--- src/rtl/fu_execute_bank.sv ---
// Three-slot execute bank: ALU ops broadcast one cycle after issue; loads/stores share a
// single round-robin arbitrated memory port with at most one transaction in flight.
module fu_execute_bank #(
    parameter int unsigned AR_SIZE  = 6,
    parameter int unsigned FU_ARRAY = 3,
    parameter int unsigned XLEN     = 32
) (
    input  logic                        clk,
    input  logic                        rstn,
    input  logic [FU_ARRAY-1:0]         tunnel_in,
    input  logic [4*FU_ARRAY-1:0]       op_in,
    input  logic [AR_SIZE*FU_ARRAY-1:0] rd_in,
    input  logic [XLEN*FU_ARRAY-1:0]    rs1_value_in,
    input  logic [XLEN*FU_ARRAY-1:0]    rs2_value_in,
    input  logic [XLEN*FU_ARRAY-1:0]    imm_value_in,
    output logic [FU_ARRAY-1:0]         fu_ready_out,
    output logic                        FU0_flag_out,
    output logic                        FU1_flag_out,
    output logic                        FU2_flag_out,
    output logic [AR_SIZE-1:0]          reg_tag_from_FU0_out,
    output logic [AR_SIZE-1:0]          reg_tag_from_FU1_out,
    output logic [AR_SIZE-1:0]          reg_tag_from_FU2_out,
    output logic [XLEN-1:0]             reg_value_from_FU0_out,
    output logic [XLEN-1:0]             reg_value_from_FU1_out,
    output logic [XLEN-1:0]             reg_value_from_FU2_out,
    output logic                        mem_req_out,
    output logic                        mem_we_out,
    output logic [XLEN-1:0]             mem_addr_out,
    output logic [XLEN-1:0]             mem_wdata_out,
    output logic [3:0]                  mem_be_out,
    input  logic                        mem_gnt_in,
    input  logic                        mem_rvalid_in,
    input  logic [XLEN-1:0]             mem_rdata_in,
    output logic                        issue_err_out
);

    localparam logic [3:0] OpAdd  = 4'd1;
    localparam logic [3:0] OpAddi = 4'd2;
    localparam logic [3:0] OpLui  = 4'd3;
    localparam logic [3:0] OpOri  = 4'd4;
    localparam logic [3:0] OpXor  = 4'd5;
    localparam logic [3:0] OpSrai = 4'd6;
    localparam logic [3:0] OpLb   = 4'd7;
    localparam logic [3:0] OpLw   = 4'd8;
    localparam logic [3:0] OpSb   = 4'd9;
    localparam logic [3:0] OpSw   = 4'd10;

    typedef enum logic [1:0] {StIdle, StBcast, StMemReq, StMemWait} slot_st_e;

    slot_st_e            st_q   [FU_ARRAY];
    logic [3:0]          op_q   [FU_ARRAY];
    logic [AR_SIZE-1:0]  rd_q   [FU_ARRAY];
    logic [XLEN-1:0]     addr_q [FU_ARRAY];
    logic [XLEN-1:0]     sdata_q[FU_ARRAY];
    logic [FU_ARRAY-1:0] flag_q;
    logic [AR_SIZE-1:0]  tag_q  [FU_ARRAY];
    logic [XLEN-1:0]     val_q  [FU_ARRAY];

    logic [3:0]          op_s   [FU_ARRAY];
    logic [XLEN-1:0]     rs1_s  [FU_ARRAY];
    logic [XLEN-1:0]     rs2_s  [FU_ARRAY];
    logic [XLEN-1:0]     imm_s  [FU_ARRAY];
    logic [AR_SIZE-1:0]  rd_s   [FU_ARRAY];
    logic [XLEN-1:0]     alu_res[FU_ARRAY];
    logic [XLEN-1:0]     ld_val [FU_ARRAY];
    logic [FU_ARRAY-1:0] accept;
    logic [FU_ARRAY-1:0] is_alu;
    logic [FU_ARRAY-1:0] is_mem;

    logic [1:0] ptr_q;
    logic [1:0] mem_slot_q;
    logic [1:0] arb_idx;
    logic [2:0] cand;
    logic       arb_valid;
    logic       any_wait;
    logic       launch;
    logic [7:0] ld_byte;

    always_comb begin
        for (int i = 0; i < FU_ARRAY; i++) begin
            op_s[i]   = op_in[4*i +: 4];
            rd_s[i]   = rd_in[AR_SIZE*i +: AR_SIZE];
            rs1_s[i]  = rs1_value_in[XLEN*i +: XLEN];
            rs2_s[i]  = rs2_value_in[XLEN*i +: XLEN];
            imm_s[i]  = imm_value_in[XLEN*i +: XLEN];
            accept[i] = tunnel_in[i] & fu_ready_out[i];
            is_alu[i] = (op_s[i] >= OpAdd) && (op_s[i] <= OpSrai);
            is_mem[i] = (op_s[i] >= OpLb) && (op_s[i] <= OpSw);
            case (op_s[i])
                OpAdd:   alu_res[i] = rs1_s[i] + rs2_s[i];
                OpAddi:  alu_res[i] = rs1_s[i] + imm_s[i];
                OpLui:   alu_res[i] = imm_s[i];
                OpOri:   alu_res[i] = rs1_s[i] | imm_s[i];
                OpXor:   alu_res[i] = rs1_s[i] ^ imm_s[i];
                OpSrai:  alu_res[i] = XLEN'($signed(rs1_s[i]) >>> imm_s[i][4:0]);
                default: alu_res[i] = '0;
            endcase
            ld_byte   = mem_rdata_in[{addr_q[i][1:0], 3'b000} +: 8];
            ld_val[i] = (op_q[i] == OpLb) ? {{(XLEN-8){ld_byte[7]}}, ld_byte} : mem_rdata_in;
        end
    end

    // Round-robin search starting at ptr_q; new requests wait while a load is outstanding.
    always_comb begin
        arb_valid = 1'b0;
        arb_idx   = '0;
        any_wait  = 1'b0;
        cand      = '0;
        for (int k = 0; k < FU_ARRAY; k++) begin
            cand = {1'b0, ptr_q} + 3'(k);
            if (cand >= 3'(FU_ARRAY)) cand = cand - 3'(FU_ARRAY);
            if (!arb_valid && st_q[cand[1:0]] == StMemReq) begin
                arb_valid = 1'b1;
                arb_idx   = cand[1:0];
            end
            if (st_q[k] == StMemWait) any_wait = 1'b1;
        end
        launch = !mem_req_out && arb_valid && !any_wait;
    end

    always_ff @(posedge clk or negedge rstn) begin
        if (!rstn) begin
            for (int i = 0; i < FU_ARRAY; i++) begin
                st_q[i]    <= StIdle;
                op_q[i]    <= '0;
                rd_q[i]    <= '0;
                addr_q[i]  <= '0;
                sdata_q[i] <= '0;
                tag_q[i]   <= '0;
                val_q[i]   <= '0;
            end
            flag_q        <= '0;
            fu_ready_out  <= '1;
            issue_err_out <= 1'b0;
        end else begin
            for (int i = 0; i < FU_ARRAY; i++) begin
                flag_q[i] <= 1'b0;
                if (tunnel_in[i] && !fu_ready_out[i]) issue_err_out <= 1'b1;
                unique case (st_q[i])
                    StIdle, StBcast: begin
                        st_q[i] <= StIdle;
                        if (accept[i]) begin
                            op_q[i]    <= op_s[i];
                            rd_q[i]    <= rd_s[i];
                            addr_q[i]  <= rs1_s[i] + imm_s[i];
                            sdata_q[i] <= rs2_s[i];
                            if (is_alu[i]) begin
                                st_q[i]   <= StBcast;
                                flag_q[i] <= 1'b1;
                                tag_q[i]  <= rd_s[i];
                                val_q[i]  <= alu_res[i];
                            end else if (is_mem[i]) begin
                                st_q[i]         <= StMemReq;
                                fu_ready_out[i] <= 1'b0;
                            end
                        end
                    end
                    StMemReq: begin
                        if (mem_req_out && mem_gnt_in && mem_slot_q == 2'(i)) begin
                            if (op_q[i] == OpSb || op_q[i] == OpSw) begin
                                st_q[i]         <= StIdle;
                                fu_ready_out[i] <= 1'b1;
                            end else begin
                                st_q[i] <= StMemWait;
                            end
                        end
                    end
                    StMemWait: begin
                        if (mem_rvalid_in && mem_slot_q == 2'(i)) begin
                            st_q[i]         <= StBcast;
                            fu_ready_out[i] <= 1'b1;
                            flag_q[i]       <= 1'b1;
                            tag_q[i]        <= rd_q[i];
                            val_q[i]        <= ld_val[i];
                        end
                    end
                    default: st_q[i] <= StIdle;
                endcase
            end
        end
    end

    always_ff @(posedge clk or negedge rstn) begin
        if (!rstn) begin
            mem_req_out   <= 1'b0;
            mem_we_out    <= 1'b0;
            mem_addr_out  <= '0;
            mem_wdata_out <= '0;
            mem_be_out    <= '0;
            mem_slot_q    <= '0;
            ptr_q         <= '0;
        end else if (mem_req_out) begin
            if (mem_gnt_in) begin
                mem_req_out <= 1'b0;
                ptr_q       <= (mem_slot_q == 2'(FU_ARRAY-1)) ? 2'd0 : mem_slot_q + 2'd1;
            end
        end else if (launch) begin
            mem_req_out  <= 1'b1;
            mem_slot_q   <= arb_idx;
            mem_addr_out <= addr_q[arb_idx];
            mem_we_out   <= (op_q[arb_idx] == OpSb) || (op_q[arb_idx] == OpSw);
            case (op_q[arb_idx])
                OpSw: begin
                    mem_be_out    <= 4'b1111;
                    mem_wdata_out <= sdata_q[arb_idx];
                end
                OpSb: begin
                    mem_be_out    <= 4'b0001 << addr_q[arb_idx][1:0];
                    mem_wdata_out <= {(XLEN/8){sdata_q[arb_idx][7:0]}};
                end
                OpLb: begin
                    mem_be_out    <= 4'b0001 << addr_q[arb_idx][1:0];
                    mem_wdata_out <= '0;
                end
                default: begin
                    mem_be_out    <= 4'b1111;
                    mem_wdata_out <= '0;
                end
            endcase
        end
    end

    assign FU0_flag_out           = flag_q[0];
    assign FU1_flag_out           = flag_q[1];
    assign FU2_flag_out           = flag_q[2];
    assign reg_tag_from_FU0_out   = tag_q[0];
    assign reg_tag_from_FU1_out   = tag_q[1];
    assign reg_tag_from_FU2_out   = tag_q[2];
    assign reg_value_from_FU0_out = val_q[0];
    assign reg_value_from_FU1_out = val_q[1];
    assign reg_value_from_FU2_out = val_q[2];

endmodule

--- config.mk ---
export PLATFORM = sky130hd
export DESIGN_NAME = fu_execute_bank
export DESIGN_NICKNAME = d
export VERILOG_FILES = /design/src/rtl/fu_execute_bank.sv
export SDC_FILE = /design/constraint.sdc
export NUM_CORES = 2
export LEC_CHECK = 0
export BUFFER_PORTS_ARGS = -buffer_cell sky130_fd_sc_hd__buf_2
export CAP_MARGIN = 20
export CELL_PAD_IN_SITES_DETAIL_PLACEMENT = 0
export CELL_PAD_IN_SITES_GLOBAL_PLACEMENT = 1
export CORE_MARGIN = 2
export CORE_UTILIZATION = 44
export CTS_CLUSTER_DIAMETER = 60
export DETAILED_ROUTE_END_ITERATION = 10
export GPL_ROUTABILITY_DRIVEN = 0
export GPL_TIMING_DRIVEN = 0
export PLACE_DENSITY = 0.79
export SLEW_MARGIN = 30
export SYNTH_ARGS = -nofsm -noshare
export SYNTH_HDL_FRONTEND = slang
export SYNTH_SLANG_ARGS = --single-unit
--- constraint.sdc ---
create_clock -name clk -period 3.5 [get_ports clk]
set_clock_uncertainty 0.2 [all_clocks]
set_input_delay 0.175 -clock clk [delete_from_list [all_inputs] [get_ports clk]]
set_output_delay 0.175 -clock clk [all_outputs]
set_load 0.005 [all_outputs]
-- After elaboration in Yosys (flattened, before gate mapping)
Cells that the tools add are included.
- bits in writable memories: 0
- register bits: 423
- ROM bits: 0
- memories kept: 0
- input bits: 357
- bits in latches: 0
- word-level logic and storage cells: 330
- shift-type cells: 7
- multiplexer cells: 123
- magnitude comparators: 19
- multiply operators: 0
- equal/unequal tests: 65
- reductions and logical operators: 57
- bitwise operators: 14
- $add $sub $neg: 12
- divide/modulo/power cells: 0
- operators by type and width (kind ; number):
    case mux 32 bit (6 select lines) ; 3
    2-to-1 mux 32 bit ; 16
    case mux 32 bit (2 select lines) ; 4
    adder 32 bit ; 6
    binary-select mux 32 bit (select 2 bit) ; 2
    bitwise OR 32 bit ; 3
    variable part select 32 x 6 -> 8 bit ; 3
    >>> shifter 32 x 5 -> 32 bit ; 3
    bitwise XOR 32 bit ; 3
    2-to-1 mux 2 bit ; 31
    2-to-1 mux 6 bit ; 9
    == test 4 x 3 -> 1 bit, second input constant ; 13
    2-to-1 mux 1 bit ; 39
    != test 2 bit, second input constant ; 18
    case mux 6 bit (2 select lines) ; 3
    == test 4 bit, second input constant ; 8
    == test 4 x 2 -> 1 bit, second input constant ; 6
    == test 2 bit, second input constant ; 10
    logical AND 1 bit ; 20
    case mux 2 bit (3 select lines) ; 3
    AND reduction 6 bit ; 3
    AND reduction 2 bit ; 8
    binary-select mux 2 bit (select 2 bit) ; 3
    == test 4 x 1 -> 1 bit, second input constant ; 3
    other kinds (28) ; 77

-- Longest topological paths before layout
- depth after elaboration: 21
- gate-level depth with buffers: 16
- depth with buffers taken out: 13

-- Least setup slack after synthesis
OpenSTA, ideal clock, no wires.
- path kind: input port to flip-flop
- start: input imm_value_in[2]
- end: register val_q, in the netlist reg_value_from_FU0_out[28]
- path slack: -0.072 ns
- required time: 3.231 ns
- data arrival time: 3.303 ns
- stages: 15
- path through: clkbuf_1 > inv_1 > clkbuf_1 > clkbuf_1 > ha_1 > a21oi_1 > nor3_1 > nor3b_2 > a211oi_1 > a31oi_1 > o21ai_1 > or3_1 > a31o_2 > o41a_1 > nand3_1
- longest elaborated chain between the ends: 5
- RTL lines (what ; RTL line ; text):
    start, declared ; 15 ; input logic [XLEN*FU_ARRAY-1:0] imm_value_in,
    adder 32 bit or >>> shifter 32 x 5 -> 32 bit (tied branches) ; 91, 95 ;
    case mux 32 bit (6 select lines) * ; 89 ; case (op_s[i])
    2-to-1 mux 32 bit * ; 147 ; if (is_alu[i]) begin
    2-to-1 mux 32 bit * ; 142 ; if (accept[i]) begin
    case mux 32 bit (2 select lines) * ; 139 ; unique case (st_q[i])
    end signal, assigned by index ; 151 ; val_q[i] <= alu_res[i];
    end signal, assigned by index ; 174 ; val_q[i] <= ld_val[i];
    end, declared ; 57 ; logic [XLEN-1:0] val_q [FU_ARRAY];
Mark *: on every way between the ends. The rest lies on a longest branch, timed or not. The select of a mux whose other input is x is not followed.
A chain may end at the register's enable or synchronous reset.

-- Worst setup path in the final report
- start: input op_in[8]
- end: register val_q, in the netlist reg_value_from_FU2_out[6]
- longest elaborated chain between the ends: 5
- RTL lines (what ; RTL line ; text):
    start, declared ; 11 ; input logic [4*FU_ARRAY-1:0] op_in,
    == test 4 x 3 -> 1 bit, or another cell as far along ; 89 ;
    case mux 32 bit (6 select lines) ; 89 ;
    2-to-1 mux 32 bit ; 147 ;
    2-to-1 mux 32 bit ; 142 ;
    case mux 32 bit (2 select lines) ; 139 ;
Several ways; a longest one is shown, not always the timed one. The select of a mux whose other input is x is not followed.

==> summary.md <==
| Metric | Value |
|---|---|
| Outcome | `finished with violations` |
| Failing checks | `negative setup slack` |
| Critical setup path kind | `input port to flop` |
| Largest net degree at the start of global routing | `85` |
| CTS clk-pin slew, worst paths | `0.07 ns` |
| Num CTS Buffers | `58` |
| Top cell type's share of synthesized area | `roughly 27%` |
| Sequential area share after synthesis | `27.4%` |
| GRT overflow | `0` |
| CP required | `3.81 ns` |
| CP max FO | `10` |
| First-pass GRT wire length | `291000 µm` |
| EDFF count, synth | `0` |
| Root Buffer | `clkbuf_16` |
| Core area | `between 80000 and 90000 µm²` |
| Asr flop ratio synth | `100%` |
| PnR Total Power | `29000 µW` |
| Hold WC Path Type | `input port to flop` |
| Slew of the pin with the lowest slew margin | `1.07 ns` |
| Clock Sinks | `about 420` |
| Starting Density | `44.5%` |
| Final hold viol count | `0` |
| Final ANT Viol Nets | `0` |
| R2r setup slk | `approximately 0.01 ns` |
| DR iter-0 viols | `6257` |
| CP Launch Type | `input port` |
| Hold endpoint | `reg_value_from_FU2_out[30]$_DFFE_PN0P_` |
| Top Ports | `548` |
| Final min period | `3.53 ns` |
| Critical path's slowest cell | `o21ai_0` |
| GRT Resource Usage Total | `44.2%` |
| Synth top area cells | `dfrtp_1 27%, ha_1 9.2%, nand2_1 6.6%, a21oi_1 6.2%, o21ai_0 5.1%` |
| Synth Register Bits | `423` |
| Reg2reg start | `ptr_q[0]$_DFFE_PN0P_` |
| Fin crit share | `101%` |
| Final setup violation count | `2` |
| Startpoint of the worst hold path | `imm_value_in[93]` |
| Most used cell, CP | `clkbuf_1` |
| R2r endpoint | `mem_wdata_out[16]$_DFFE_PN0P_` |
| Chip Height | `301 µm` |
| Area Growth Syn to Fin | `23.8%` |
| Fmax | `roughly 0.28 GHz` |
| Critical path origin | `op_in[8]` |
| Worst slack, placed | `-1.56 ns` |
| Reg2reg path depth | `10` |
| Die ar. | `90400 µm²` |
| Detailed Route WL | `207000 µm` |
| CTS tree | `built` |
| Critical Path Max Stage Delay | `approximately 0.79 ns` |
| Worst skew pair latency | `0.68 ns` |
| Hold depth | `6` |
| Clock buffer depth | `3` |
| IO buf count | `between 500 and 600` |
| Worst Path Arrival | `3.84 ns` |
| Final nets | `6328` |
| Post-Syn Area | `38700 µm²` |
| Mapped Nets | `5508` |
| Power Dens Cells | `just over 600 nW/µm²` |
| Drt pass-1 iters | `8` |
| Fill cells | `8414` |
| Routed WL per cell | `between 30 and 40 µm` |
| H-tree Lvls | `2` |
| Initial antenna violation count | `14` |
| Leak Pwr | `approximately 0.022 µW` |
| Top-count cell post-synth | `nand2_1` |
| Register area | `10600 µm²` |
| CP Capture Type | `flop` |
| Standard-cell rows | `108` |
| Synthesis Warnings | `0` |
| Max-capacitance violation count | `0` |
| Top cells by count, synth | `685 x nand2_1, 479 x a21oi_1, 420 x dfrtp_1` |
| Final Max Tran Viols | `0` |
| Multi-input logic area | `26500 µm²` |
| Critical path cell sequence | `dlygate4sd3_1 > buf_2 > or3_1 > clkbuf_1 > clkbuf_1 > clkbuf_2 > nor2_1 > a21oi_1 > o221ai_1 > o21ai_0 > a31oi_1` |
| Mapped Cells | `4861` |
| Vias in the first global route | `41500` |
| Syn avg cell area | `7.96 µm²` |
| Yosys cell types | `between 80 and 90` |
| Post-route DRC | `0` |
| Ys flop type | `dfrtp_1` |
| Setup ws final | `-0.0260 ns` |
| Vias after detailed routing | `45200` |
| RSZ-0062 raised after global routing | `true` |
| DP HPWL | `166000 µm` |
| Peak supply drop | `0.442 mV` |
| Die width | `about 300 µm` |
| Relative slew slack | `28.3%` |
| Via/cell ratio | `6.56` |
| Share of cells above drive strength 1 | `17.9%` |
| Cell accounting for the most synthesized area | `dfrtp_1` |
[cell usage in the layout, fill, tap and decap left out, types with 65 or more instances in the layout]
master	n
mux2_2	116
mux2i_1	111
a21o_1	92
buf_2	553
ha_1	281
dfrtp_1	420
nand2_1	684
xnor2_1	97
a211oi_1	74
nor3_1	97
nor2_1	403
dlygate4sd3_1	217
inv_1	238
a21oi_1	470
a31oi_1	65
clkbuf_1	251
mux4_2	71
o21ai_0	383
[state kept, by name (all words and copies together) (netlist names)]
register	flops
mem_we_out	1
reg_value_from_FU1_out	32
mem_req_out	1
rd_q	18
mem_wdata_out	32
addr_q	96
st_q	6
mem_be_out	4
reg_tag_from_FU2_out	6
issue_err_out	1
op_q	12
ptr_q	2
reg_tag_from_FU1_out	6
mem_addr_out	32
reg_tag_from_FU0_out	6
reg_value_from_FU2_out	32
flag_q	3
fu_ready_out	3
mem_slot_q	2
sdata_q	96
reg_value_from_FU0_out	32
[logic make-up after synthesis]
family	synth area share [%]
adders and majority gates	9.54
muxes	10.9
buffers and inverters	5.67
and+or+nand+nor	16.4
xor gates and xnor gates	3.76
DFF	27.4
AOI/OAI and AO/OA	26.3
[critical path: cells and delay by family]
family                 cells  cell delay [ns]
AO/OA/AOI/OAI              4             1.23
AND/OR/NAND/NOR            2             0.24
buffers and inverters      5             2.16
[worst max-delay path by stage]
| stage | slack (ns) | to | depth (start not counted) |
|---|---|---|---|
| after CTS | 0.002 | mem_addr_out[18]$_DFFE_PN0P_ | 10 |
| after global routing | -0.05 | reg_value_from_FU1_out[28]$_DFFE_PN0P_ | 14 |
| after detailed placement | -1.56 | reg_value_from_FU0_out[15]$_DFFE_PN0P_ | 16 |
| final | -0.03 | reg_value_from_FU2_out[6]$_DFFE_PN0P_ | 11 |
| after global placement | -7.07 | sdata_q[93]$_DFFE_PN0P_ | 1 |
| after floorplan | 0.06 | reg_value_from_FU0_out[28]$_DFFE_PN0P_ | 15 |
[what timing repair did]
| item | 4_1_cts | 5_1_grt |
|---|---|---|
| pin swaps | 0 | 11 |
| gates resized for setup | 67 | 93 |
| buffers inserted | 2 | 9 |
| hold buffers | 218 | 0 |
| hold endpoints to repair | 416 | 0 |
| endpoints found under the setup margin | 197 | 130 |
[final cells by class]
class	instances	area share (%)
Multi-Input combinational cell	3862	55.2
Sequential cell	423	22.1
Timing Repair Buffer	776	10.7
Clock buffer	69	3.26
Tap cell	1155	3.02
Buffer	313	2.66
Inverter	247	1.94
Clock inverter	37	1.02
Antenna cell	7	0.0366
[report_power, final]
part / switching [µW] / internal, µW
combinational: 8940 / 5230
sequential: 1830 / 6650
clock: 2660 / 3710
total: 13400 / 15600
[per-layer routing]
layer	global-route usage, %	vias to the layer above	wire length (µm)
met5	0	-	108
met4	27.8	16	16700
met3	14.0	758	29000
met2	63.4	3413	83500
met1	57.4	21700	77700
li1	-	19300	-
[metrics by stage]
step           std cells  instance area (µm²)  hold WS, ns  utilization (%)  TNS [ns]
2_1_floorplan       4861                38700       -0.321                -         0
4_1_cts             6880                47600      0.00178             54.7         0
6_report            6889                47900       0.0204             55.1   -0.0330
3_5_place_dp        6563                43100      -0.0379             49.5   -119.11
3_3_place_gp        6555                42800        0.188             49.2  -3057.40
5_1_grt             6885                47900       0.0278             55.1    -0.126
No activity file was read; power rests on OpenSTA's default activity.
